[config.mk]
export PLATFORM = sky130hd
export DESIGN_NAME = csr_cmd_sequencer
export DESIGN_NICKNAME = d
export VERILOG_FILES = /design/src/rtl/csr_cmd_sequencer.sv
export SDC_FILE = /design/constraint.sdc
export NUM_CORES = 1
export LEC_CHECK = 0
export CAP_MARGIN = 40
export CORE_ASPECT_RATIO = 1.75
export CORE_MARGIN = 2
export CORE_UTILIZATION = 24
export CTS_CLUSTER_SIZE = 40
export DETAILED_ROUTE_END_ITERATION = 8
export PLACE_DENSITY = 0.44
export RECOVER_POWER = 50
export SLEW_MARGIN = 20
export SYNTH_ARGS = -nofsm -noshare
export SYNTH_HDL_FRONTEND = slang
export SYNTH_SLANG_ARGS = --single-unit
[constraint.sdc]
create_clock -name clk -period 7.81 [get_ports clk]
set_input_delay 0.781 -clock clk [delete_from_list [all_inputs] [get_ports clk]]
set_output_delay 0.781 -clock clk [all_outputs]
set_load 0.01 [all_outputs]
[src/rtl/csr_cmd_sequencer.sv]
// csr_cmd_sequencer
//   Initiator side of the CSR access port. Accepts one command at a time
//   (READ / WRITE / SET / CLEAR) and drives it onto the req/gnt/rvalid CSR
//   port. SET and CLEAR run as a read followed by a write of the modified value.
//   Each command returns one response holding the prior CSR value and an error code.
//
//   Optional feature macro: CSR_SEQ_TIMEOUT_EN
//     defined   -> RD_WAIT gives up after TIMEOUT cycles without rvalid (err 2'b10)
//     undefined -> RD_WAIT waits indefinitely
//
// Ports
//   clk, rst              clock (rising edge), async active-high reset
//   cmd_valid_i/ready_o   command handshake; cmd_op_i, cmd_addr_i, cmd_wdata_i payload
//   csr_req_o, csr_we_o,  CSR request, direction, address, write data
//   csr_addr_o, csr_wdata_o
//   csr_gnt_i             request granted
//   csr_rvalid_i, csr_rdata_i, csr_illegal_i  read return / illegal flag
//   rsp_valid_o/ready_i   response handshake; rsp_rdata_o prior value, rsp_err_o code
module csr_cmd_sequencer #(
  parameter int unsigned ADDR_W  = 12,
  parameter int unsigned DATA_W  = 32,
  parameter int unsigned TIMEOUT = 15
) (
  input  logic              clk,
  input  logic              rst,
  input  logic              cmd_valid_i,
  output logic              cmd_ready_o,
  input  logic [1:0]        cmd_op_i,
  input  logic [ADDR_W-1:0] cmd_addr_i,
  input  logic [DATA_W-1:0] cmd_wdata_i,
  output logic              csr_req_o,
  output logic              csr_we_o,
  output logic [ADDR_W-1:0] csr_addr_o,
  output logic [DATA_W-1:0] csr_wdata_o,
  input  logic              csr_gnt_i,
  input  logic              csr_rvalid_i,
  input  logic [DATA_W-1:0] csr_rdata_i,
  input  logic              csr_illegal_i,
  output logic              rsp_valid_o,
  input  logic              rsp_ready_i,
  output logic [DATA_W-1:0] rsp_rdata_o,
  output logic [1:0]        rsp_err_o
);

  localparam logic [1:0] OP_READ  = 2'b00;
  localparam logic [1:0] OP_WRITE = 2'b01;
  localparam logic [1:0] OP_SET   = 2'b10;

  localparam logic [1:0] ERR_OK      = 2'b00;
  localparam logic [1:0] ERR_ILLEGAL = 2'b01;

  typedef enum logic [2:0] {
    S_IDLE,
    S_RD_REQ,
    S_RD_WAIT,
    S_WR_REQ,
    S_RSP
  } state_e;

  state_e            state_q, state_d;
  logic [1:0]        op_q, op_d;
  logic [ADDR_W-1:0] addr_q, addr_d;
  logic [DATA_W-1:0] mask_q, mask_d;
  logic [DATA_W-1:0] wdata_q, wdata_d;
  logic [DATA_W-1:0] old_q, old_d;
  logic [1:0]        err_q, err_d;

`ifdef CSR_SEQ_TIMEOUT_EN
  localparam logic [1:0] ERR_TIMEOUT = 2'b10;
  localparam int unsigned CNT_W = (TIMEOUT < 1) ? 1 : $clog2(TIMEOUT + 1);

  logic [CNT_W-1:0] cnt_q, cnt_d;
  logic [CNT_W-1:0] cnt_inc;

  // Value the RD_WAIT counter would take this cycle if rvalid stays low.
  assign cnt_inc = cnt_q + CNT_W'(1);
`else
  logic unused_timeout;
  assign unused_timeout = (TIMEOUT == 0);
`endif

  // State and datapath registers.
  always_ff @(posedge clk or posedge rst) begin
    if (rst) begin
      state_q <= S_IDLE;
      op_q    <= OP_READ;
      addr_q  <= '0;
      mask_q  <= '0;
      wdata_q <= '0;
      old_q   <= '0;
      err_q   <= ERR_OK;
`ifdef CSR_SEQ_TIMEOUT_EN
      cnt_q   <= '0;
`endif
    end else begin
      state_q <= state_d;
      op_q    <= op_d;
      addr_q  <= addr_d;
      mask_q  <= mask_d;
      wdata_q <= wdata_d;
      old_q   <= old_d;
      err_q   <= err_d;
`ifdef CSR_SEQ_TIMEOUT_EN
      cnt_q   <= cnt_d;
`endif
    end
  end

  // Next-state and datapath update.
  always_comb begin
    state_d = state_q;
    op_d    = op_q;
    addr_d  = addr_q;
    mask_d  = mask_q;
    wdata_d = wdata_q;
    old_d   = old_q;
    err_d   = err_q;
`ifdef CSR_SEQ_TIMEOUT_EN
    cnt_d   = cnt_q;
`endif

    case (state_q)
      S_IDLE: begin
        if (cmd_valid_i) begin
          op_d   = cmd_op_i;
          addr_d = cmd_addr_i;
          mask_d = cmd_wdata_i;
          old_d  = '0;
          err_d  = ERR_OK;
          if (cmd_op_i == OP_WRITE) begin
            wdata_d = cmd_wdata_i;
            state_d = S_WR_REQ;
          end else begin
            state_d = S_RD_REQ;
          end
        end
      end

      S_RD_REQ: begin
        if (csr_gnt_i) begin
          state_d = S_RD_WAIT;
`ifdef CSR_SEQ_TIMEOUT_EN
          cnt_d   = '0;
`endif
        end
      end

      S_RD_WAIT: begin
        // rvalid is checked first so a return in the expiry cycle still completes normally.
        if (csr_rvalid_i) begin
          old_d = csr_rdata_i;
          if (csr_illegal_i) begin
            err_d   = ERR_ILLEGAL;
            state_d = S_RSP;
          end else if (op_q == OP_READ) begin
            state_d = S_RSP;
          end else begin
            wdata_d = (op_q == OP_SET) ? (csr_rdata_i | mask_q)
                                       : (csr_rdata_i & ~mask_q);
            state_d = S_WR_REQ;
          end
        end
`ifdef CSR_SEQ_TIMEOUT_EN
        else if (cnt_inc == CNT_W'(TIMEOUT)) begin
          err_d   = ERR_TIMEOUT;
          old_d   = '0;
          state_d = S_RSP;
        end else begin
          cnt_d = cnt_inc;
        end
`endif
      end

      S_WR_REQ: begin
        if (csr_gnt_i) begin
          err_d   = csr_illegal_i ? ERR_ILLEGAL : ERR_OK;
          state_d = S_RSP;
        end
      end

      S_RSP: begin
        if (rsp_ready_i) begin
          state_d = S_IDLE;
        end
      end

      default: begin
        state_d = S_IDLE;
      end
    endcase
  end

  // Outputs decode from state or come straight from registers; req drops with async reset.
  assign cmd_ready_o = (state_q == S_IDLE);
  assign csr_req_o   = (state_q == S_RD_REQ) || (state_q == S_WR_REQ);
  assign csr_we_o    = (state_q == S_WR_REQ);
  assign csr_addr_o  = addr_q;
  assign csr_wdata_o = wdata_q;
  assign rsp_valid_o = (state_q == S_RSP);
  assign rsp_rdata_o = old_q;
  assign rsp_err_o   = err_q;

endmodule

==> results of run 1 <==
[power groups by stage]
| stage | Clock [W] | Combinational (W) | Sequential (W) |
|---|---|---|---|
| after floorplan | 0 | 0.000793 | 0.00114 |
| after global placement | 0 | 0.00150 | 0.00109 |
| after detailed placement | 0 | 0.00154 | 0.00111 |
| after CTS | 0.000773 | 0.00155 | 0.00110 |
| after global routing | 0.000793 | 0.00162 | 0.00113 |
| final | 0.000745 | 0.00149 | 0.00109 |
[final cells by class]
class	count	area share
Clock buffer	26	0.0654
Tap cell	292	0.0470
Timing Repair Buffer	173	0.221
Antenna cell	1	0.000322
Clock inverter	5	0.00643
Inverter	7	0.00354
Multi-Input combinational cell	302	0.290
Sequential cell	114	0.367
[cell families after synthesis]
family,Yosys count
buffers and inverters,38
AO/OA/AOI/OAI,78
multiplexers,112
AND/OR/NAND/NOR,111
other,1
flip-flops,114
[cells in the final DEF (no fill, tap or decap), types with 2 or more instances in the layout]
cell	count
sky130_fd_sc_hd__and3_1	2
sky130_fd_sc_hd__buf_4	4
sky130_fd_sc_hd__clkbuf_1	7
sky130_fd_sc_hd__clkbuf_16	17
sky130_fd_sc_hd__clkbuf_8	5
sky130_fd_sc_hd__clkdlybuf4s50_1	143
sky130_fd_sc_hd__clkinv_2	4
sky130_fd_sc_hd__dfrtp_1	114
sky130_fd_sc_hd__dlygate4sd3_1	22
sky130_fd_sc_hd__inv_1	6
sky130_fd_sc_hd__mux2_2	48
sky130_fd_sc_hd__mux2_4	30
sky130_fd_sc_hd__mux2i_1	33
sky130_fd_sc_hd__nand2_1	96
sky130_fd_sc_hd__nor2_1	3
sky130_fd_sc_hd__nor3_1	2
sky130_fd_sc_hd__o21ai_0	68
sky130_fd_sc_hd__o221ai_1	2
[per-stage QoR]
| stage | util | hold slack (ns) | power [W] | cell area, sq um | cells |
|---|---|---|---|---|---|
| floorplan | - | 0.496 | 0.00194 | 5280 | 454 |
| global placement | 0.334 | 0.463 | 0.00259 | 7200 | 886 |
| detailed placement | 0.335 | 0.470 | 0.00265 | 7230 | 887 |
| CTS | 0.361 | 0.482 | 0.00342 | 7790 | 918 |
| global route | 0.360 | 0.496 | 0.00355 | 7780 | 920 |
| finish | 0.360 | 0.468 | 0.00332 | 7780 | 920 |
[state kept, by name, summed over array words and instances, names as in the netlist]
name         cells
csr_addr_o      12
csr_wdata_o     32
mask_q          32
op_q             2
rsp_err_o        1
rsp_rdata_o     32
state_q          3
[worst max-delay path, cell delays in order]
cell and delay (ns):
sky130_fd_sc_hd__dlygate4sd3_1 0.54, sky130_fd_sc_hd__clkinvlp_2 0.28, sky130_fd_sc_hd__clkbuf_1 2.15, sky130_fd_sc_hd__buf_4 0.89
[routing by layer]
metal / vias up / routed length, um / global-route usage
met3: 16 / 657 / 0.0318
met5: - / 0 / 0
met1: 1942 / 5840 / 0.151
li1: 1882 / - / -
met2: 98 / 9060 / 0.263
met4: 0 / 325 / 0.0574
[final timing paths]
kind	cells past startpoint	from	end	slack [ns]
setup / recovery	4	rst	mask_q[14]	3.56
hold / removal	2	rsp_rdata_o[19]	rsp_rdata_o[19]	0.47
setup reg to reg	3	state_q[0]	mask_q[16]	4.84
hold reg to reg	2	rsp_rdata_o[19]	rsp_rdata_o[19]	0.47
max in group clk	4	cmd_valid_i	mask_q[16]	4.55
min in group asynchronous	2	rst	rsp_rdata_o[9]	0.79
==> run_summary.xml, run 1 <==
<?xml version="1.0" encoding="UTF-8"?>
<metrics>
  <group name="final_layout">
    <metric name="layout.filler_cells" unit="">2153</metric>
    <metric name="syn_to_final_growth" unit="%">47.3</metric>
    <metric name="num-nets-final" unit="">700</metric>
    <metric name="multi_input_comb_area" unit="sq um">2250</metric>
    <metric name="final_layout_size_suffix_gt1_frac" unit="">0.190</metric>
    <metric name="register_area" unit="sq um">2850</metric>
  </group>
  <group name="drt">
    <metric name="antenna_viol_nets_final" unit="">0</metric>
    <metric name="routed_wire_length_per_instance" unit="um">17.3</metric>
    <metric name="vias_per_inst" unit="">4.28</metric>
    <metric name="drc_errors" unit="">0</metric>
    <metric name="via_count" unit="">3938</metric>
    <metric name="drt_first_pass_iters" unit="">4</metric>
    <metric name="dr.first_iter.drc_count" unit="">99</metric>
    <metric name="detail_route.wirelength" unit="um">15900</metric>
  </group>
  <group name="place">
    <metric name="dpl_worst_slack" unit="ns">4.95</metric>
    <metric name="numPortBuffers" unit="">165</metric>
    <metric name="place.gp.congestion" unit="">0.735</metric>
    <metric name="place_hpwl" unit="um">11000</metric>
  </group>
  <group name="synth">
    <metric name="syn-cell-area" unit="sq um">5280</metric>
    <metric name="post-synth-top-area-cell" unit="">sky130_fd_sc_hd__dfrtp_1</metric>
    <metric name="synthDistinctLibCells" unit="">31</metric>
    <metric name="synth_top_family_by_area" unit="">multiplexers</metric>
    <metric name="synth-compound-area-share" unit="">0.0805</metric>
    <metric name="post_synth.cell_area_avg" unit="sq um">11.6</metric>
    <metric name="synthMostInstantiatedCell" unit="">sky130_fd_sc_hd__dfrtp_1</metric>
    <metric name="synth-seq-cells" unit="">114</metric>
    <metric name="ys.warnings.count" unit="">0</metric>
    <metric name="most_frequently_used_flop_master_after_synthesis" unit="">sky130_fd_sc_hd__dfrtp_1</metric>
    <metric name="post_synth_xor_area_fraction" unit="">0</metric>
    <metric name="synth_top_cells_by_area" unit="">sky130_fd_sc_hd__dfrtp_1 54%, sky130_fd_sc_hd__mux2_2 10%, sky130_fd_sc_hd__mux2_4 8.5%</metric>
    <metric name="area_share_of_fa_ha_maj_cells_after_synthesis" unit="">0</metric>
    <metric name="synth_commonest_cells" unit="">114 x sky130_fd_sc_hd__dfrtp_1, 96 x sky130_fd_sc_hd__nand2_1, 68 x sky130_fd_sc_hd__o21ai_0</metric>
    <metric name="seq_area_frac_synth" unit="">0.540</metric>
    <metric name="synthesis.nets" unit="">539</metric>
    <metric name="synth.area.mux_share" unit="">0.252</metric>
    <metric name="number_of_flops_mapped_to_enable_cells_by_yosys" unit="">0</metric>
    <metric name="synth_simple_gate_area_frac" unit="">0.0883</metric>
    <metric name="synthesis.instances" unit="">454</metric>
    <metric name="async_flop_share" unit="">1.00</metric>
    <metric name="synth.top_cell.area_share" unit="">0.540</metric>
  </group>
  <group name="sta">
    <metric name="max_clock_freq" unit="MHz">235</metric>
    <metric name="final_period_minus_worst_setup_slack" unit="ns">4.25</metric>
    <metric name="hold_viol" unit="">0</metric>
    <metric name="setup-tns-final" unit="ns">0</metric>
    <metric name="timing.final.ws_setup" unit="ns">3.56</metric>
    <metric name="relSlewSlack" unit="">-1.00</metric>
    <metric name="fin_skew" unit="ns">0.00750</metric>
    <metric name="layout_worst_path_cycle_share" unit="">0.545</metric>
    <metric name="setup_viol" unit="">0</metric>
    <metric name="worst_pin_slew" unit="ns">3.00</metric>
    <metric name="rsz0062_at_grt" unit="">no</metric>
    <metric name="slew_viol_final" unit="">84</metric>
  </group>
  <group name="global_routing">
    <metric name="grt.overflow.total" unit="">0</metric>
    <metric name="pin_count_of_the_biggest_net_entering_global_routing" unit="">66</metric>
    <metric name="groute.usage.overall" unit="">0.142</metric>
    <metric name="first_pass_grt_wire_length" unit="um">24700</metric>
    <metric name="grt_antenna_before_repair" unit="">1</metric>
    <metric name="first_global_vias" unit="">4313</metric>
  </group>
  <group name="power">
    <metric name="p_seq_frac" unit="">0.329</metric>
    <metric name="p_sw_frac" unit="">0.337</metric>
    <metric name="total_leakage_power" unit="nW">3.41</metric>
    <metric name="power.net_switching" unit="W">0.00112</metric>
    <metric name="share_clk_of_total_power" unit="">0.224</metric>
    <metric name="power.ir.vdd_worst" unit="V">0.000170</metric>
    <metric name="power_frac_comb" unit="">0.447</metric>
    <metric name="cell_internal_pwr" unit="W">0.00220</metric>
    <metric name="power.density_cell_area" unit="nW/um^2">427</metric>
  </group>
  <group name="floorplanning">
    <metric name="start_util" unit="">0.245</metric>
    <metric name="std_cell_rows" unit="">71</metric>
    <metric name="die_area" unit="sq um">23300</metric>
    <metric name="core_area" unit="sq um">21600</metric>
    <metric name="fp.dieH" unit="um">200</metric>
    <metric name="fp.dieW" unit="um">116</metric>
    <metric name="floorplan.io_pins" unit="">167</metric>
  </group>
  <group name="clock_network">
    <metric name="post_cts_buffers" unit="">0</metric>
    <metric name="cts_root_buffer" unit="">sky130_fd_sc_hd__clkbuf_16</metric>
    <metric name="clkSlewWorstSetupHoldPaths" unit="ns">0.05</metric>
    <metric name="cts_tree" unit="">done</metric>
    <metric name="cts_inserted_buffers" unit="">17</metric>
    <metric name="clock-sinks" unit="">114</metric>
    <metric name="worst_skew_pair.late_latency" unit="ns">0.42</metric>
    <metric name="cts.repair.resized" unit="">0</metric>
    <metric name="holdBufCountCts" unit="">0</metric>
    <metric name="clockBufferDepth" unit="">2</metric>
    <metric name="htreeDepth" unit="">4</metric>
  </group>
  <group name="run_status">
    <metric name="violated_checks" unit="">max-capacitance violations, max-slew violations</metric>
    <metric name="outcome" unit="">complete, but fails checks</metric>
  </group>
  <group name="hold_path">
    <metric name="min-delay-path-class" unit="">reg2reg</metric>
  </group>
  <group name="setup_path">
    <metric name="arrival" unit="ns">4.72</metric>
    <metric name="worst_ep_required_time" unit="ns">8.27</metric>
    <metric name="cp-start-kind" unit="">primary input</metric>
    <metric name="critical_path_fanouts_max" unit="">55</metric>
    <metric name="timing.setup.critical_path_class" unit="">in2async</metric>
    <metric name="cp-end-kind" unit="">async pin</metric>
  </group>
  <group name="flow_run">
    <metric name="maxCapViolations" unit="">2</metric>
  </group>
</metrics>
No activity file was read; power rests on OpenSTA's default activity.
==> run 2: changes to the inputs <==
--- a/config.mk
+++ b/config.mk
@@ -11,7 +11,7 @@
 export CORE_UTILIZATION = 24
 export CTS_CLUSTER_SIZE = 40
 export DETAILED_ROUTE_END_ITERATION = 8
-export PLACE_DENSITY = 0.44
+export PLACE_DENSITY = 0.46
 export RECOVER_POWER = 50
 export SLEW_MARGIN = 20
 export SYNTH_ARGS = -nofsm -noshare
==> constraint.sdc (replaced) <==
create_clock -name clk -period 3.44 [get_ports clk]
set_input_delay 0.344 -clock clk [delete_from_list [all_inputs] [get_ports clk]]
set_output_delay 0.344 -clock clk [all_outputs]
set_load 0.01 [all_outputs]
==> run 2 against run 1 <==
The run now ends clean; clock skew up 0.0019 ns; clock-buffer cell count decreased by 4; utilization rose by 0.39 points; die area unchanged; setup slack got worse by 2.5 ns; via count down 0.18%; hold slack gained 0.0026 ns; wire length up 0.10%.
==> run_summary.xml, run 2 (same netlist as run 1, synthesis figures left out) <==
<?xml version="1.0" encoding="UTF-8"?>
<metrics>
  <group name="sta">
    <metric name="max_clock_freq" unit="MHz">415</metric>
    <metric name="worst_pin_slew" unit="ns">1.40</metric>
    <metric name="hold-worst-slack" unit="ns">0.471</metric>
    <metric name="final_period_minus_worst_setup_slack" unit="ns">2.41</metric>
    <metric name="slew_viol_final" unit="">0</metric>
    <metric name="rsz0062_at_grt" unit="">no</metric>
    <metric name="relSlewSlack" unit="">0.0642</metric>
    <metric name="setup_viol" unit="">0</metric>
    <metric name="layout_worst_path_cycle_share" unit="">0.701</metric>
    <metric name="fin_skew" unit="ns">0.00939</metric>
    <metric name="setup-tns-final" unit="ns">0</metric>
    <metric name="hold_viol" unit="">0</metric>
  </group>
  <group name="power">
    <metric name="fin_total_pwr" unit="W">0.00769</metric>
    <metric name="power.ir.vdd_worst" unit="V">0.000509</metric>
    <metric name="total_leakage_power" unit="nW">3.49</metric>
    <metric name="power.density_cell_area" unit="nW/um^2">977</metric>
  </group>
  <group name="clock_network">
    <metric name="htreeDepth" unit="">4</metric>
    <metric name="clock-sinks" unit="">114</metric>
    <metric name="holdBufCountCts" unit="">0</metric>
    <metric name="clkSlewWorstSetupHoldPaths" unit="ns">0.05</metric>
    <metric name="cts.repair.resized" unit="">0</metric>
    <metric name="cts_inserted_buffers" unit="">17</metric>
    <metric name="cts_root_buffer" unit="">sky130_fd_sc_hd__clkbuf_16</metric>
    <metric name="cts_tree" unit="">done</metric>
    <metric name="post_cts_buffers" unit="">0</metric>
    <metric name="clockBufferDepth" unit="">2</metric>
    <metric name="worst_skew_pair.late_latency" unit="ns">0.41</metric>
  </group>
  <group name="floorplanning">
    <metric name="die_area" unit="sq um">23300</metric>
    <metric name="start_util" unit="">0.245</metric>
    <metric name="fp.dieW" unit="um">116</metric>
    <metric name="fp.dieH" unit="um">200</metric>
    <metric name="floorplan.io_pins" unit="">167</metric>
    <metric name="core_area" unit="sq um">21600</metric>
    <metric name="std_cell_rows" unit="">71</metric>
  </group>
  <group name="setup_path">
    <metric name="cp-start-kind" unit="">register</metric>
    <metric name="cp-end-kind" unit="">register</metric>
    <metric name="worst_ep_required_time" unit="ns">3.73</metric>
    <metric name="critical_path_fanouts_max" unit="">22</metric>
    <metric name="timing.setup.critical_path_class" unit="">reg2reg</metric>
    <metric name="arrival" unit="ns">2.70</metric>
  </group>
  <group name="drt">
    <metric name="vias_per_inst" unit="">4.25</metric>
    <metric name="via_count" unit="">3931</metric>
    <metric name="drc_errors" unit="">0</metric>
    <metric name="dr.first_iter.drc_count" unit="">117</metric>
    <metric name="antenna_viol_nets_final" unit="">0</metric>
    <metric name="routed_wire_length_per_instance" unit="um">17.2</metric>
    <metric name="drt_first_pass_iters" unit="">7</metric>
    <metric name="detail_route.wirelength" unit="um">15900</metric>
  </group>
  <group name="final_layout">
    <metric name="final_cell_mix" unit="">128 x sky130_fd_sc_hd__clkdlybuf4s50_1, 114 x sky130_fd_sc_hd__dfrtp_1, 96 x sky130_fd_sc_hd__nand2_1</metric>
    <metric name="design_area" unit="sq um">7870</metric>
    <metric name="final_layout_size_suffix_gt1_frac" unit="">0.200</metric>
    <metric name="syn_to_final_growth" unit="%">48.9</metric>
    <metric name="most_common_cell_after_layout_fill_and_taps_aside" unit="">sky130_fd_sc_hd__clkdlybuf4s50_1</metric>
    <metric name="num-nets-final" unit="">702</metric>
  </group>
  <group name="place">
    <metric name="numPortBuffers" unit="">165</metric>
    <metric name="place_hpwl" unit="um">11400</metric>
    <metric name="place.gp.congestion" unit="">0.771</metric>
    <metric name="post_dp_cell_area" unit="sq um">7260</metric>
  </group>
  <group name="hold_path">
    <metric name="min-delay-path-class" unit="">reg2reg</metric>
  </group>
  <group name="global_routing">
    <metric name="first_pass_grt_wire_length" unit="um">24700</metric>
    <metric name="grt.overflow.total" unit="">0</metric>
    <metric name="first_global_vias" unit="">4293</metric>
    <metric name="pin_count_of_the_biggest_net_entering_global_routing" unit="">66</metric>
    <metric name="groute.usage.overall" unit="">0.143</metric>
    <metric name="grt_antenna_before_repair" unit="">3</metric>
  </group>
  <group name="run_status">
    <metric name="outcome" unit="">finished clean</metric>
  </group>
  <group name="flow_run">
    <metric name="maxCapViolations" unit="">0</metric>
  </group>
</metrics>
## run 2: changes by cell type in the layout (fill, tap and decap cells not counted)
cell | previous run | this run
sky130_fd_sc_hd__clkinvlp_4 | 0 | 1
sky130_fd_sc_hd__clkdlybuf4s50_1 | 143 | 128
sky130_fd_sc_hd__clkinv_4 | 0 | 1
sky130_fd_sc_hd__buf_4 | 4 | 6
sky130_fd_sc_hd__clkbuf_1 | 7 | 3
sky130_fd_sc_hd__clkbuf_8 | 5 | 2
sky130_fd_sc_hd__dlygate4sd3_1 | 22 | 37
sky130_fd_sc_hd__diode_2 | 1 | 3
sky130_fd_sc_hd__bufinv_16 | 1 | 4
sky130_fd_sc_hd__clkbuf_2 | 0 | 3
## run 2: worst paths after layout
kind	from	end	slack [ns]	cells past startpoint
max in group asynchronous	rst	csr_addr_o[3]	1.04	3
min reg2reg	rsp_rdata_o[17]	rsp_rdata_o[17]	0.47	2
max	state_q[0]	mask_q[8]	1.03	4
min in group asynchronous	rst	rsp_rdata_o[14]	0.55	2
max reg2reg	state_q[0]	mask_q[8]	1.03	4
min	rsp_rdata_o[17]	rsp_rdata_o[17]	0.47	2
## run 2: layer usage
metal / wire length [um] / part of all wire / GRT usage
met5: 0 / 0 / 0
met4: 451 / 0.028 / 0.0642
met3: 762 / 0.048 / 0.0387
met2: 9030 / 0.57 / 0.262
met1: 5650 / 0.36 / 0.148
## run 2: final cells by class
| type | count | area, sq um |
|---|---|---|
| fill | 2166 | 13700 |
| clock inverter | 10 | 156 |
| timing repair buffer | 175 | 1740 |
| sequential | 114 | 2850 |
| clock buffer | 22 | 464 |
| inverter | 7 | 27.5 |
| multi-input combinational | 302 | 2250 |
| antenna | 3 | 7.51 |
| tap | 292 | 365 |
## run 2: report_power, final
group          total, W  switching (W)  internal (W)
logic           0.00332        0.00146       0.00187
clock network   0.00187       0.000627       0.00125
registers       0.00249       0.000466       0.00203
total           0.00769        0.00255       0.00514
## run 2: critical path, stage by stage (launching register included)
cell	delay, ns
sky130_fd_sc_hd__dfrtp_1	0.53
sky130_fd_sc_hd__nor4b_1	0.71
sky130_fd_sc_hd__clkbuf_2	0.30
sky130_fd_sc_hd__buf_4	0.34
sky130_fd_sc_hd__mux2_2	0.39
## run 2: through the flow
step           instances   util  worst slack (ns)
2_1_floorplan        454      -            0.0803
3_3_place_gp         888  0.335             0.934
3_5_place_dp         889  0.336             0.897
4_1_cts              921  0.365             0.982
5_1_grt              924  0.364             0.557
6_report             925  0.364              1.03
==> run 3: changes to the inputs <==
--- a/config.mk
+++ b/config.mk
@@ -11,7 +11,7 @@
 export CORE_UTILIZATION = 24
 export CTS_CLUSTER_SIZE = 40
 export DETAILED_ROUTE_END_ITERATION = 8
-export PLACE_DENSITY = 0.46
+export PLACE_DENSITY = 0.44
 export RECOVER_POWER = 50
 export SLEW_MARGIN = 20
 export SYNTH_ARGS = -nofsm -noshare
==> constraint.sdc (replaced) <==
create_clock -name clk -period 2.3 [get_ports clk]
set_input_delay 0.23 -clock clk [delete_from_list [all_inputs] [get_ports clk]]
set_output_delay 0.23 -clock clk [all_outputs]
set_load 0.01 [all_outputs]
==> run 3 against run 2 <==
The flow now finishes with violations (max-capacitance violations, max-slew violations); flip-flop and latch count did not move; register-to-register slack got worse by 0.73 ns; global-route usage up 0.23 points; utilization grew 0.10 points; hold slack lost 0.073 ns; via count up 2.1%; cell count increased by 0.11%; critical path depth down 2; clock-buffer cell count rose by 4; clock skew down 0.0045 ns; combinational power up 55%; largest power group unchanged.
==> run_summary.xml, run 3 (same netlist as run 1, synthesis figures left out) <==
<?xml version="1.0" encoding="UTF-8"?>
<metrics>
  <group name="floorplanning">
    <metric name="die_area" unit="sq um">23300</metric>
    <metric name="fp.dieW" unit="um">116</metric>
    <metric name="core_area" unit="sq um">21600</metric>
    <metric name="std_cell_rows" unit="">71</metric>
    <metric name="floorplan.io_pins" unit="">167</metric>
    <metric name="start_util" unit="">0.245</metric>
    <metric name="fp.dieH" unit="um">200</metric>
  </group>
  <group name="power">
    <metric name="p_sw_frac" unit="">0.336</metric>
    <metric name="cell_internal_pwr" unit="W">0.00754</metric>
    <metric name="total_leakage_power" unit="nW">3.51</metric>
    <metric name="power.density_cell_area" unit="nW/um^2">1440</metric>
    <metric name="p_seq_frac" unit="">0.326</metric>
    <metric name="share_clk_of_total_power" unit="">0.221</metric>
    <metric name="power_frac_comb" unit="">0.452</metric>
    <metric name="power.ir.vdd_worst" unit="V">0.000601</metric>
    <metric name="power.net_switching" unit="W">0.00381</metric>
  </group>
  <group name="drt">
    <metric name="routed_wire_length_per_instance" unit="um">17.0</metric>
    <metric name="wl_met2" unit="um">8810</metric>
    <metric name="met1Wirelength" unit="um">5750</metric>
    <metric name="dr_wl_met3" unit="um">724</metric>
    <metric name="antenna_viol_nets_final" unit="">0</metric>
    <metric name="drt_first_pass_iters" unit="">4</metric>
    <metric name="topRoutingLayerUsed" unit="">met5</metric>
    <metric name="vias_per_inst" unit="">4.33</metric>
    <metric name="drc_errors" unit="">0</metric>
    <metric name="via_count" unit="">4014</metric>
    <metric name="detail_route.wirelength" unit="um">15800</metric>
    <metric name="dr.first_iter.drc_count" unit="">129</metric>
  </group>
  <group name="clock_network">
    <metric name="worst_skew_pair.late_latency" unit="ns">0.42</metric>
    <metric name="htreeDepth" unit="">4</metric>
    <metric name="clockBufferDepth" unit="">2</metric>
    <metric name="cts_tree" unit="">done</metric>
    <metric name="post_cts_buffers" unit="">0</metric>
    <metric name="cts.repair.resized" unit="">0</metric>
    <metric name="clkSlewWorstSetupHoldPaths" unit="ns">0.05</metric>
    <metric name="holdBufCountCts" unit="">0</metric>
    <metric name="cts_inserted_buffers" unit="">17</metric>
    <metric name="clock-sinks" unit="">114</metric>
    <metric name="cts_root_buffer" unit="">sky130_fd_sc_hd__clkbuf_16</metric>
  </group>
  <group name="final_layout">
    <metric name="layout.filler_cells" unit="">2158</metric>
    <metric name="layout.core_utilization" unit="">0.365</metric>
    <metric name="multi_input_comb_area" unit="sq um">2260</metric>
    <metric name="register_area" unit="sq um">2850</metric>
    <metric name="num-nets-final" unit="">706</metric>
    <metric name="final_cell_mix" unit="">125 x sky130_fd_sc_hd__clkdlybuf4s50_1, 114 x sky130_fd_sc_hd__dfrtp_1, 96 x sky130_fd_sc_hd__nand2_1</metric>
    <metric name="most_common_cell_after_layout_fill_and_taps_aside" unit="">sky130_fd_sc_hd__clkdlybuf4s50_1</metric>
    <metric name="syn_to_final_growth" unit="%">49.3</metric>
    <metric name="final_layout_size_suffix_gt1_frac" unit="">0.204</metric>
  </group>
  <group name="global_routing">
    <metric name="pin_count_of_the_biggest_net_entering_global_routing" unit="">67</metric>
    <metric name="grt_antenna_before_repair" unit="">2</metric>
    <metric name="first_pass_grt_wire_length" unit="um">25100</metric>
    <metric name="groute.usage.overall" unit="">0.145</metric>
    <metric name="grt.overflow.total" unit="">0</metric>
    <metric name="first_global_vias" unit="">4455</metric>
  </group>
  <group name="setup_path">
    <metric name="cp-end-kind" unit="">primary output</metric>
    <metric name="critical_path_fanouts_max" unit="">13</metric>
    <metric name="cp-start-kind" unit="">register</metric>
    <metric name="arrival" unit="ns">1.94</metric>
    <metric name="timing.setup.critical_path_class" unit="">reg2out</metric>
    <metric name="worst_ep_required_time" unit="ns">2.07</metric>
  </group>
  <group name="sta">
    <metric name="setup-tns-final" unit="ns">0</metric>
    <metric name="hold-worst-slack" unit="ns">0.398</metric>
    <metric name="relSlewSlack" unit="">-0.0275</metric>
    <metric name="final_period_minus_worst_setup_slack" unit="ns">2.17</metric>
    <metric name="fin_skew" unit="ns">0.00493</metric>
    <metric name="hold_viol" unit="">0</metric>
    <metric name="worst_pin_slew" unit="ns">1.54</metric>
    <metric name="max_clock_freq" unit="MHz">461</metric>
    <metric name="slew_viol_final" unit="">67</metric>
    <metric name="layout_worst_path_cycle_share" unit="">0.943</metric>
    <metric name="rsz0062_at_grt" unit="">no</metric>
    <metric name="setup_viol" unit="">0</metric>
  </group>
  <group name="run_status">
    <metric name="violated_checks" unit="">max-capacitance violations, max-slew violations</metric>
    <metric name="outcome" unit="">complete, but fails checks</metric>
  </group>
  <group name="hold_path">
    <metric name="min-delay-path-class" unit="">in2reg</metric>
  </group>
  <group name="flow_run">
    <metric name="maxCapViolations" unit="">1</metric>
  </group>
  <group name="place">
    <metric name="place_hpwl" unit="um">11400</metric>
    <metric name="numPortBuffers" unit="">165</metric>
    <metric name="place.gp.congestion" unit="">0.736</metric>
  </group>
</metrics>
run 3: power by group through the flow:
| stage | Combinational [W] | Sequential (W) | Clock (W) |
|---|---|---|---|
| 2_1_floorplan | 0.00269 | 0.00389 | 0 |
| 5_1_grt | 0.00563 | 0.00385 | 0.00268 |
| 3_3_place_gp | 0.00524 | 0.00371 | 0 |
| 6_report | 0.00514 | 0.00370 | 0.00252 |
| 3_5_place_dp | 0.00539 | 0.00375 | 0 |
| 4_1_cts | 0.00540 | 0.00374 | 0.00259 |
run 3: critical path: stages (launching register included):
cell and delay [ns]:
sky130_fd_sc_hd__dfrtp_1 0.54, sky130_fd_sc_hd__nor3_1 0.36, sky130_fd_sc_hd__clkdlybuf4s50_1 0.62
run 3: per-layer routing:
layer  global-route usage  vias up
met5                    0        -
met4               0.0638        2
met3               0.0415       31
met2                0.267      106
met1                0.149     1986
li1                     -     1889
run 3: path summary, 6_finish.rpt:
kind                                 start              end  slack (ns)  depth (start not counted)
setup / recovery                state_q[0]      cmd_ready_o        0.13                          2
hold / removal              csr_rdata_i[0]   rsp_rdata_o[0]        0.40                          3
setup reg to reg                state_q[0]       mask_q[22]        0.30                          4
hold reg to reg            rsp_rdata_o[17]  rsp_rdata_o[17]        0.47                          2
max in group asynchronous              rst    csr_addr_o[2]        0.51                          3
min in group asynchronous              rst  rsp_rdata_o[16]        0.71                          3
run 3: metrics by stage:
| step | total power (W) | cell area (sq um) | worst slack (ns) | instances |
|---|---|---|---|---|
| after global placement | 0.00895 | 7330 | 0.241 | 893 |
| after global routing | 0.0122 | 7890 | 0.0182 | 926 |
| after floorplan | 0.00658 | 5290 | 0.485 | 454 |
| after detailed placement | 0.00915 | 7360 | 0.206 | 894 |
| final | 0.0114 | 7890 | 0.131 | 926 |
| after CTS | 0.0117 | 7920 | 0.105 | 925 |
run 3: area by class of cell:
type / instances / share of cell area
sequential: 114 / 0.362
tap: 292 / 0.0463
antenna: 1 / 0.000317
inverter: 7 / 0.00349
timing repair buffer: 179 / 0.231
multi-input combinational: 302 / 0.286
clock inverter: 5 / 0.00634
clock buffer: 26 / 0.0646
